===== config.mk =====
export PLATFORM = sky130hd
export DESIGN_NAME = bp_me_stream_rr_arbiter
export DESIGN_NICKNAME = d
export VERILOG_FILES = /design/src/rtl/bp_me_stream_rr_arbiter.sv
export SDC_FILE = /design/constraint.sdc
export NUM_CORES = 1
export LEC_CHECK = 0
export ABC_AREA = 1
export BUFFER_PORTS_ARGS = -buffer_cell sky130_fd_sc_hd__buf_4
export CAP_MARGIN = 0
export CELL_PAD_IN_SITES_DETAIL_PLACEMENT = 1
export CELL_PAD_IN_SITES_GLOBAL_PLACEMENT = 1
export CORE_AREA = 4 4 153 155
export DETAILED_ROUTE_END_ITERATION = 10
export DIE_AREA = 0 0 157 159
export PLACE_DENSITY = 0.73
export SKIP_LAST_GASP = 1
export SLEW_MARGIN = 20
export SYNTH_ARGS = -nofsm -noshare
export SYNTH_HDL_FRONTEND = slang
export SYNTH_SLANG_ARGS = --single-unit

===== constraint.sdc =====
create_clock -name clk_i -period 2.5 [get_ports clk_i]
set_clock_uncertainty 0.2 [all_clocks]
set_input_delay 0.625 -clock clk_i [delete_from_list [all_inputs] [get_ports clk_i]]
set_output_delay 0.625 -clock clk_i [all_outputs]
set_load 0.02 [all_outputs]

===== src/rtl/bp_me_stream_rr_arbiter.sv =====
// Round-robin arbiter sharing one BedRock mem_fwd sink among several streams.
// A grant is held from a message's first beat to its last; a credit count caps unretired messages.
module bp_me_stream_rr_arbiter #(
  parameter int unsigned num_source_p      = 2,
  parameter int unsigned header_width_p    = 64,
  parameter int unsigned data_width_p      = 64,
  parameter int unsigned max_outstanding_p = 4
) (
  input  logic                                     clk_i,
  input  logic                                     reset_i,
  input  logic [num_source_p*header_width_p-1:0]   msg_header_i,
  input  logic [num_source_p*data_width_p-1:0]     msg_data_i,
  input  logic [num_source_p-1:0]                  msg_v_i,
  input  logic [num_source_p-1:0]                  msg_last_i,
  output logic [num_source_p-1:0]                  msg_ready_and_o,
  output logic [header_width_p-1:0]                msg_header_o,
  output logic [data_width_p-1:0]                  msg_data_o,
  output logic                                     msg_v_o,
  output logic                                     msg_last_o,
  input  logic                                     msg_ready_and_i,
  output logic [$clog2(num_source_p)-1:0]          msg_src_o,
  input  logic                                     rev_done_i,
  output logic [$clog2(max_outstanding_p+1)-1:0]   outstanding_o
);

  localparam int unsigned src_w = $clog2(num_source_p);
  localparam int unsigned cnt_w = $clog2(max_outstanding_p + 1);

  typedef enum logic {e_idle, e_locked} state_e;

  state_e                    state_r;
  logic [src_w-1:0]          grant_r;
  logic [src_w-1:0]          rr_ptr_r;
  logic [cnt_w-1:0]          outstanding_r;
  logic [header_width_p-1:0] lock_hdr_r;

  logic                      full;
  logic [num_source_p-1:0]   cand;
  logic [src_w-1:0]          rr_grant;
  logic                      rr_found;
  logic [src_w-1:0]          grant;
  logic                      grant_v;
  logic                      hs;
  logic                      first_hs;
  logic                      last_hs;
  logic                      dec;

  assign full = (outstanding_r == cnt_w'(max_outstanding_p));
  assign cand = full ? '0 : msg_v_i;

  // First candidate at or after rr_ptr, wrapping around.
  always_comb begin
    int idx;
    rr_grant = '0;
    rr_found = 1'b0;
    idx      = 0;
    for (int i = 0; i < int'(num_source_p); i++) begin
      idx = int'(rr_ptr_r) + i;
      if (idx >= int'(num_source_p)) idx = idx - int'(num_source_p);
      if (!rr_found && cand[idx]) begin
        rr_found = 1'b1;
        rr_grant = src_w'(idx);
      end
    end
  end

  assign grant   = (state_r == e_locked) ? grant_r : rr_grant;
  assign grant_v = (state_r == e_locked) ? msg_v_i[grant_r] : rr_found;

  // Zero-latency datapath, blanked while reset is held.
  always_comb begin
    msg_ready_and_o = '0;
    msg_v_o         = grant_v & ~reset_i;
    msg_header_o    = msg_header_i[int'(grant)*header_width_p +: header_width_p];
    msg_data_o      = msg_data_i[int'(grant)*data_width_p +: data_width_p];
    msg_last_o      = msg_last_i[grant];
    msg_src_o       = msg_v_o ? grant : '0;
    if (msg_v_o) msg_ready_and_o[grant] = msg_ready_and_i;
  end

  assign hs       = msg_v_o & msg_ready_and_i;
  assign first_hs = hs & (state_r == e_idle);
  assign last_hs  = hs & msg_last_o;
  assign dec      = rev_done_i & (outstanding_r != '0);

  assign outstanding_o = outstanding_r;

  // Lock FSM, round-robin pointer and credit counter.
  always_ff @(posedge clk_i) begin
    if (reset_i) begin
      state_r       <= e_idle;
      grant_r       <= '0;
      rr_ptr_r      <= '0;
      outstanding_r <= '0;
      lock_hdr_r    <= '0;
    end else begin
      case (state_r)
        e_idle: begin
          if (first_hs && !msg_last_o) begin
            state_r    <= e_locked;
            grant_r    <= grant;
            lock_hdr_r <= msg_header_o;
          end
        end
        e_locked: begin
          if (last_hs) state_r <= e_idle;
        end
        default: state_r <= e_idle;
      endcase
      if (last_hs) begin
        rr_ptr_r <= (int'(grant) == int'(num_source_p) - 1) ? '0 : grant + src_w'(1);
      end
      if (first_hs && !dec) begin
        outstanding_r <= outstanding_r + cnt_w'(1);
      end else if (!first_hs && dec) begin
        outstanding_r <= outstanding_r - cnt_w'(1);
      end
    end
  end

  // Protocol checks: retiring with no credit in use, header drift inside a locked message.
  always_ff @(posedge clk_i) begin
    if (!reset_i) begin
      assert (!(rev_done_i && outstanding_r == '0))
        else $warning("rev_done_i with no outstanding message; count held at 0");
      assert (!(state_r == e_locked && msg_v_i[grant_r] && msg_header_o != lock_hdr_r))
        else $error("header changed inside a locked message");
    end
  end

endmodule


==> results of run 1 <==
==> layout make-up <==
| type | instances | area [sq um] | share of cell area |
|---|---|---|---|
| clock buffers | 3 | 75.07 | 0.01029 |
| inverters | 17 | 82.58 | 0.01131 |
| multi-input cells | 438 | 2365 | 0.3240 |
| flip-flops and latches | 6 | 121.4 | 0.01663 |
| well taps | 280 | 350.3 | 0.04800 |
| repair buffers | 452 | 4295 | 0.5885 |
| repair inverters | 1 | 8.758 | 0.001200 |
==> metrics by stage <==
stage                     area, sq um    util  total power, uW  cells
final                            7298  0.3344             4519   1197
after global routing             7298  0.3344             4819   1197
after CTS                        5968  0.2735             3681   1184
after detailed placement         5613  0.2572             3150   1173
after global placement           5613  0.2572             3117   1173
after floorplan                  2101       -             1599    488
==> kinds of logic (layout without fill, tap and decap cells) <==
group                      after synthesis  count (layout)  share of synthesized area
AOI/OAI and AO/OA                        8               8                    0.01906
adders and majority gates                2               2                    0.01548
buffers and inverters                   45             473                     0.1358
DFF                                      6               6                    0.05718
and+or+nand+nor                        427             428                     0.7725
==> power breakdown <==
group	switching [uW]	internal, uW	total (uW)
sequential	28.9	126	155
combinational	2110	1980	4100
clock	60.4	206	266
==> timing repair <==
item | 4_1_cts | 5_1_grt
pin swaps | 5 | 84
endpoints found under the setup margin | 129 | 134
hold buffers | 0 | 0
buffers inserted | 4 | 4
cloned | 4 | 11
gates resized for setup | 40 | 331
==> per-layer routing <==
metal | GRT usage | share of wire | up-vias
met5 | 0 | 0.00032 | -
met2 | 0.2670 | 0.53 | 228
met3 | 0.03615 | 0.090 | 26
met4 | 0.02998 | 0.021 | 2
li1 | - | - | 2315
met1 | 0.1553 | 0.36 | 2251
==> critical path: stages <==
cell and delay [ns]:
sky130_fd_sc_hd__buf_8 0.08, sky130_fd_sc_hd__inv_4 0.03, sky130_fd_sc_hd__nor2_4 0.12, sky130_fd_sc_hd__nand3_4 0.16, sky130_fd_sc_hd__nand2_8 0.18, sky130_fd_sc_hd__buf_12 0.17
sky130_fd_sc_hd__clkbuf_16 0.17, sky130_fd_sc_hd__nand2_2 0.05, sky130_fd_sc_hd__nand2_2 0.07, sky130_fd_sc_hd__buf_6 0.12
==> how the worst max path moves through the flow <==
stage | slack [ns] | to | startpoint
6_report | -0.12 | msg_header_o[52] | msg_v_i[1]
5_1_grt | -0.18 | msg_header_o[9] | msg_v_i[1]
4_1_cts | -0.08 | msg_header_o[6] | msg_v_i[1]
3_5_place_dp | -0.13 | msg_header_o[40] | msg_v_i[1]
3_3_place_gp | -0.11 | msg_header_o[40] | msg_v_i[1]
2_1_floorplan | 0.04 | msg_ready_and_o[1] | msg_v_i[1]
==> placed cells by master (no fill, tap or decap) <==
| master | synthesis | layout |
|---|---|---|
| sky130_fd_sc_hd__buf_8 | 0 | 9 |
| sky130_fd_sc_hd__inv_6 | 0 | 1 |
| sky130_fd_sc_hd__nor2_4 | 0 | 2 |
| sky130_fd_sc_hd__inv_16 | 0 | 1 |
| sky130_fd_sc_hd__nand2_1 | 405 | 243 |
| sky130_fd_sc_hd__nand2_4 | 0 | 37 |
| sky130_fd_sc_hd__nand3_4 | 0 | 1 |
| sky130_fd_sc_hd__nor2_2 | 1 | 1 |
| sky130_fd_sc_hd__nor2_1 | 13 | 11 |
| sky130_fd_sc_hd__dfxtp_1 | 6 | 5 |
| sky130_fd_sc_hd__buf_6 | 11 | 123 |
| sky130_fd_sc_hd__nor3_4 | 0 | 2 |
| sky130_fd_sc_hd__dfxtp_2 | 0 | 1 |
| sky130_fd_sc_hd__buf_4 | 5 | 297 |
| sky130_fd_sc_hd__fa_1 | 1 | 1 |
| sky130_fd_sc_hd__inv_4 | 0 | 1 |
| sky130_fd_sc_hd__nand2_2 | 1 | 125 |
| sky130_fd_sc_hd__inv_2 | 1 | 1 |
| sky130_fd_sc_hd__buf_12 | 0 | 9 |
| sky130_fd_sc_hd__ha_1 | 1 | 1 |
| sky130_fd_sc_hd__o21ai_0 | 4 | 2 |
| sky130_fd_sc_hd__o21ai_1 | 0 | 2 |
| sky130_fd_sc_hd__nand4_1 | 1 | 1 |
| sky130_fd_sc_hd__buf_16 | 0 | 6 |
| sky130_fd_sc_hd__a21oi_1 | 4 | 4 |
| sky130_fd_sc_hd__clkbuf_16 | 0 | 11 |
| sky130_fd_sc_hd__inv_1 | 16 | 14 |
| sky130_fd_sc_hd__nand2_8 | 0 | 2 |
| sky130_fd_sc_hd__nand3_1 | 3 | 3 |
==> load_flow_metrics.sql, run 1 <==
INSERT INTO impl_metrics (metric_group, metric, value, unit) VALUES
('outcome', 'outcome', 'finished, violations left', ''),
('outcome', 'violations', 'setup timing', ''),
('synthesis', 'syn-num-nets', '754', ''),
('synthesis', 'seq_area_frac_synth', '0.05718', ''),
('sta', 'setup_violations', '129', ''),
('clock_tree', 'clock_path_buffers', '2', ''),
('global_route', 'grt.total_usage', '0.1407', ''),
('worst_setup_path', 'crit_required', '1.67', 'ns'),
('synthesis', 'netlist_top_cells_count', 'sky130_fd_sc_hd__nand2_1, sky130_fd_sc_hd__inv_1, sky130_fd_sc_hd__nor2_1', ''),
('sta', 'whs', '0.2566', 'ns'),
('clock_tree', 'clk_transition_reported_paths', '0.03', 'ns'),
('drt', 'routed_wirelength', '21.94', 'mm'),
('drt', 'route.antenna.remaining_nets', '0', ''),
('synthesis', 'synth_top_area_cell', 'sky130_fd_sc_hd__nand2_1', ''),
('pwr', 'power_per_cell_area', '619.2', 'nW/um^2'),
('synthesis', 'synth_edf_count', '0', ''),
('pwr', 'vdd.ir_drop.worst', '0.2656', 'mV'),
('worst_setup_path', 'path_class', 'in -> out', ''),
('clock_tree', 'cts_htree_levels', '1', ''),
('hold_path', 'whs_endpoint', 'rr_ptr_r', ''),
('sta', 'achievable-frequency', '381.2', 'MHz'),
('worst_setup_path', 'critical_path.max_fanout', '8', ''),
('placement', 'routability_congestion_estimate', '0.8224', ''),
('finish', 'final_net_count', '1185', ''),
('global_route', 'globalRouteOverflowTotal', '0', ''),
('drt', 'routed-via-count', '4822', ''),
('worst_setup_path', 'r2r_slack', '0.07', 'ns'),
('sta', 'slew_headroom', '0.8012', ''),
('finish', 'filler_cell_count', '2735', ''),
('synthesis', 'yosys_most_used_dff', 'sky130_fd_sc_hd__dfxtp_1', ''),
('synthesis', 'synth.top_cells.by_area', 'sky130_fd_sc_hd__nand2_1, sky130_fd_sc_hd__buf_6, sky130_fd_sc_hd__dfxtp_1', ''),
('floorplanning', 'die-width', '157', 'um'),
('worst_setup_path', 'critical_path_startpoint_category', 'input port', ''),
('clock_tree', 'worstSkewPairLatency', '0.23', 'ns'),
('clock_tree', 'tritoncts.num_buffers', '3', ''),
('synthesis', 'cell_area_after_synthesis', '2101', 'sq um'),
('worst_setup_path', 'critical_path.reg2reg.startpoint', 'outstanding_o[1]', ''),
('drt', 'dr.pass1.iters', '4', ''),
('placement', 'dp_hpwl', '15.89', 'mm'),
('sta', 'period_needed', '2.623', 'ns'),
('drt', 'routed_wirelength_normalized_by_instance_count', '18.33', 'um'),
('floorplanning', 'floorplan.core_area', '21820', 'sq um'),
('clock_tree', 'tritoncts', 'yes', ''),
('worst_setup_path', 'worst_r2r_endpoint', 'outstanding_o[2]', ''),
('floorplanning', 'num_rows', '54', ''),
('finish', 'drive_gt1_frac', '0.6870', ''),
('sta', 'timing.final.ws_setup', '-0.1232', 'ns'),
('synthesis', 'netlist-cell-type-count', '18', ''),
('clock_tree', 'cts.root.buffer_cell', 'sky130_fd_sc_hd__clkbuf_16', ''),
('synthesis', 'avgSynthCellArea', '4.305', 'sq um'),
('worst_setup_path', 'timing.critical_path.to_type', 'primary output', ''),
('sta', 'setup_repair_after_global_routing_missed_its_margin', 'yes', ''),
('floorplanning', 'die-area', '24960', 'sq um'),
('synthesis', 'seq_cells_post_synth', '6', ''),
('synthesis', 'synthDominantCellAreaShare', '0.7236', ''),
('hold_path', 'hold_path.class', 'reg -> reg', ''),
('drt', 'route.detailed.vias_per_inst', '4.028', ''),
('synthesis', 'async_flop_share', '0', ''),
('hold_path', 'min-delay-start', 'rr_ptr_r', ''),
('global_route', 'grt_pass1_wl', '27.58', 'mm'),
('global_route', 'grt_pass1_vias', '4877', ''),
('global_route', 'antenna_found_initial', '1', ''),
('drt', 'drcViolationCount', '0', ''),
('drt', 'drt_iter0_markers', '151', ''),
('synthesis', 'synth-warning-count', '0', ''),
('finish', 'area_delta_synth_final', '247.4', '%'),
('worst_setup_path', 'worstPathArrival', '1.80', 'ns'),
('hold_path', 'hold_path_depth', '2', ''),
('clock_tree', 'cts.sink_count', '6', ''),
('finish', 'antenna_cells', '0', ''),
('floorplanning', 'dieHeight', '159', 'um');
(Power assumes the default switching activity.)
==> run 2: changes to the inputs <==
--- a/config.mk
+++ b/config.mk
@@ -10,10 +10,10 @@
 export CAP_MARGIN = 0
 export CELL_PAD_IN_SITES_DETAIL_PLACEMENT = 1
 export CELL_PAD_IN_SITES_GLOBAL_PLACEMENT = 1
-export CORE_AREA = 4 4 153 155
+export CORE_AREA = 4 4 152 154
 export DETAILED_ROUTE_END_ITERATION = 10
-export DIE_AREA = 0 0 157 159
-export PLACE_DENSITY = 0.73
+export DIE_AREA = 0 0 156 158
+export PLACE_DENSITY = 0.77
 export SKIP_LAST_GASP = 1
 export SLEW_MARGIN = 20
 export SYNTH_ARGS = -nofsm -noshare
==> constraint.sdc (replaced) <==
create_clock -name clk_i -period 2.2 [get_ports clk_i]
set_clock_uncertainty 0.2 [all_clocks]
set_input_delay 0.55 -clock clk_i [delete_from_list [all_inputs] [get_ports clk_i]]
set_output_delay 0.55 -clock clk_i [all_outputs]
set_load 0.02 [all_outputs]
==> load_flow_metrics.sql, run 2 (synthesized netlist as in run 1, its figures left out) <==
INSERT INTO impl_metrics (metric_group, metric, value, unit) VALUES
('outcome', 'outcome', 'finished, violations left', ''),
('outcome', 'violations', 'setup timing', ''),
('worst_setup_path', 'timing.critical_path.slowest_cell_delay', '0.32', 'ns'),
('clock_tree', 'cts.root.buffer_cell', 'sky130_fd_sc_hd__clkbuf_16', ''),
('sta', 'period_needed', '2.387', 'ns'),
('finish', 'area_delta_synth_final', '190.5', '%'),
('placement', 'pre_cts_slack', '-0.2801', 'ns'),
('worst_setup_path', 'critical_path_startpoint_category', 'flop', ''),
('global_route', 'grt_pass1_wl', '24.60', 'mm'),
('drt', 'route.antenna.remaining_nets', '0', ''),
('worst_setup_path', 'crit_cells', '10', ''),
('finish', 'drive_gt1_frac', '0.5362', ''),
('sta', 'hold_viol_final', '0', ''),
('drt', 'drt_iter0_markers', '207', ''),
('worst_setup_path', 'slowest_stage', 'sky130_fd_sc_hd__dfxtp_2', ''),
('pwr', 'internal_power', '2054', 'uW'),
('worst_setup_path', 'worstPathArrival', '1.64', 'ns'),
('placement', 'port-buffer-count', '399', ''),
('finish', 'antenna_cells', '0', ''),
('worst_setup_path', 'crit_required', '1.45', 'ns'),
('drt', 'routed_wirelength', '18.15', 'mm'),
('global_route', 'globalRouteOverflowTotal', '0', ''),
('clock_tree', 'cts_htree_levels', '1', ''),
('drt', 'route.detailed.vias_per_inst', '3.888', ''),
('worst_setup_path', 'r2r_slack', '-0.10', 'ns'),
('clock_tree', 'clock_path_buffers', '2', ''),
('clock_tree', 'worstSkewPairLatency', '0.23', 'ns'),
('hold_path', 'whs_endpoint', 'rr_ptr_r', ''),
('clock_tree', 'clk_transition_reported_paths', '0.03', 'ns'),
('floorplanning', 'floorplan.core_area', '21690', 'sq um'),
('drt', 'drcViolationCount', '0', ''),
('sta', 'slew_headroom', '0.8333', ''),
('drt', 'wl_met1', '6.659', 'mm'),
('drt', 'dr.pass1.iters', '4', ''),
('sta', 'timing.final.ws_setup', '-0.1873', 'ns'),
('floorplanning', 'die-area', '24650', 'sq um'),
('worst_setup_path', 'path_cells', 'nor2_4 -> nand2_4 -> nand3_4 -> nand2_8 -> buf_8 -> buf_12 -> clkbuf_16 -> nand2_1 -> nand2_1 -> buf_6', ''),
('finish', 'fin_util', '0.2814', ''),
('hold_path', 'hold_path.class', 'reg -> reg', ''),
('sta', 'worst-slew-pin-transition', '0.2482', 'ns'),
('pwr', 'portion_of_total_power_attributed_to_combinational_logic', '0.882', ''),
('worst_setup_path', 'timing.critical_path.to_type', 'primary output', ''),
('floorplanning', 'num_rows', '54', ''),
('floorplanning', 'dieHeight', '158', 'um'),
('pwr', 'vdd.ir_drop.worst', '0.6027', 'mV'),
('run', 'drv.max_cap_violation_count', '0', ''),
('sta', 'setup_violations', '133', ''),
('clock_tree', 'cts.sink_count', '6', ''),
('clock_tree', 'tritoncts.num_buffers', '3', ''),
('global_route', 'grt_max_degree', '50', ''),
('floorplanning', 'io_pins', '400', ''),
('hold_path', 'min-delay-start', 'rr_ptr_r', ''),
('finish', 'final_net_count', '1167', ''),
('clock_tree', 'cts_hold_repair.buffers', '0', ''),
('finish', 'most-common-layout-cells', 'sky130_fd_sc_hd__buf_4, sky130_fd_sc_hd__nand2_1, sky130_fd_sc_hd__nand2_2, sky130_fd_sc_hd__buf_6, sky130_fd_sc_hd__inv_1', ''),
('worst_setup_path', 'timing.critical_path.mode_cell', 'sky130_fd_sc_hd__nand2_1', ''),
('worst_setup_path', 'worst_path_dominant_cell_family', 'buffers and inverters', ''),
('pwr', 'switching_power_as_a_share_of_total_power', '0.5020', ''),
('drt', 'routed-via-count', '4584', ''),
('placement', 'routability_congestion_estimate', '0.8032', ''),
('global_route', 'antenna_found_initial', '1', ''),
('clock_tree', 'tritoncts', 'yes', ''),
('pwr', 'seq_power_share', '0.046', ''),
('sta', 'whs', '0.2752', 'ns'),
('pwr', 'switching_component_of_the_power', '2071', 'uW'),
('pwr', 'total_leakage_power', '0.003725', 'uW'),
('global_route', 'grt.total_usage', '0.1247', ''),
('hold_path', 'hold_path_depth', '2', ''),
('worst_setup_path', 'path_class', 'reg -> out', ''),
('drt', 'route.met3.wl', '1.678', 'mm'),
('worst_setup_path', 'critical_path.n_buffers_inverters', '4', ''),
('global_route', 'grt_pass1_vias', '4563', ''),
('worst_setup_path', 'critical_path.reg2reg.startpoint', 'outstanding_o[1]', ''),
('drt', 'routed.top_layer', 'met5', ''),
('floorplanning', 'start_util', '0.09686', ''),
('worst_setup_path', 'worstRegToRegCells', '13', ''),
('sta', 'slew_viol_final', '0', ''),
('worst_setup_path', 'critical_path.max_fanout', '7', ''),
('pwr', 'clockPowerShare', '0.071', ''),
('sta', 'achievable-frequency', '418.9', 'MHz'),
('placement', 'dp_hpwl', '14.70', 'mm'),
('floorplanning', 'die-width', '156', 'um'),
('pwr', 'power_per_cell_area', '676.0', 'nW/um^2'),
('finish', 'final_area', '6102', 'sq um'),
('placement', 'placed_inst_area', '5465', 'sq um'),
('sta', 'setup_repair_after_global_routing_missed_its_margin', 'yes', ''),
('finish', 'final_common_cell', 'sky130_fd_sc_hd__buf_4', ''),
('sta', 'post-route-period-util', '1.085', ''),
('drt', 'wl_met2', '9.461', 'mm'),
('worst_setup_path', 'worst_r2r_endpoint', 'outstanding_o[2]', ''),
('drt', 'routed_wirelength_normalized_by_instance_count', '15.39', 'um');
[run 2: cell count changes in the layout (fill, tap and decap cells not counted), sizes merged]
cell    before  now
clkbuf      11    6
inv         18   17
nand2      407  406
buf        444  433
[run 2: power by group through the flow]
| stage | sequential [uW] | combinational [uW] | clock [uW] |
|---|---|---|---|
| after floorplan | 206 | 1610 | 0 |
| after global placement | 170 | 3170 | 0 |
| after detailed placement | 172 | 3210 | 0 |
| after CTS | 177 | 3440 | 300 |
| after global routing | 201 | 3950 | 310 |
| final | 191 | 3640 | 294 |
[run 2: metal layers]
metal	up-vias	track usage
met4	2	0.02584
li1	2269	-
met1	2053	0.1453
met3	22	0.02898
met2	238	0.2322
met5	-	0
[run 2: how the worst max path moves through the flow]
stage                                start                to  slack (ns)
after floorplan                 msg_v_i[1]  msg_header_o[45]        0.02
after global placement          msg_v_i[1]   msg_header_o[1]       -0.30
after detailed placement        msg_v_i[1]   msg_header_o[1]       -0.28
after CTS                       msg_v_i[0]  msg_header_o[53]       -0.24
after global routing      outstanding_o[1]  outstanding_o[2]       -0.26
final                     outstanding_o[1]     msg_data_o[4]       -0.19
[run 2: final cells by class]
class / instances / area, sq um
Tap cell: 280 / 350.3
Clock buffer: 3 / 75.07
Fill cell: 2795 / 15590
Inverter: 17 / 78.83
Multi-Input combinational cell: 437 / 1886
Timing Repair Buffer: 436 / 3587
Sequential cell: 6 / 125.1
[run 2: metrics by stage]
step,total power [uW],setup TNS (ns),instances
final,4125,-16.47,1179
after floorplan,1819,0,488
after global routing,4456,-28.63,1179
after detailed placement,3386,-29.27,1161
after global placement,3339,-27.17,1161
after CTS,3916,-22.41,1171
[run 2: worst min-delay path: cells and delay by family, from the launching register on]
kind	cells	cell delay (ns)
and+or+nand+nor	2	0.12
DFF	1	0.30
[run 2: repair_timing]
| action | CTS | global route |
|---|---|---|
| hold endpoints to repair | 0 | 0 |
| endpoints found under the setup margin | 133 | 135 |
| pin swaps | 2 | 9 |
| setup buffers | 4 | 5 |
| gates resized for setup | 25 | 67 |
| gates cloned | 3 | 3 |
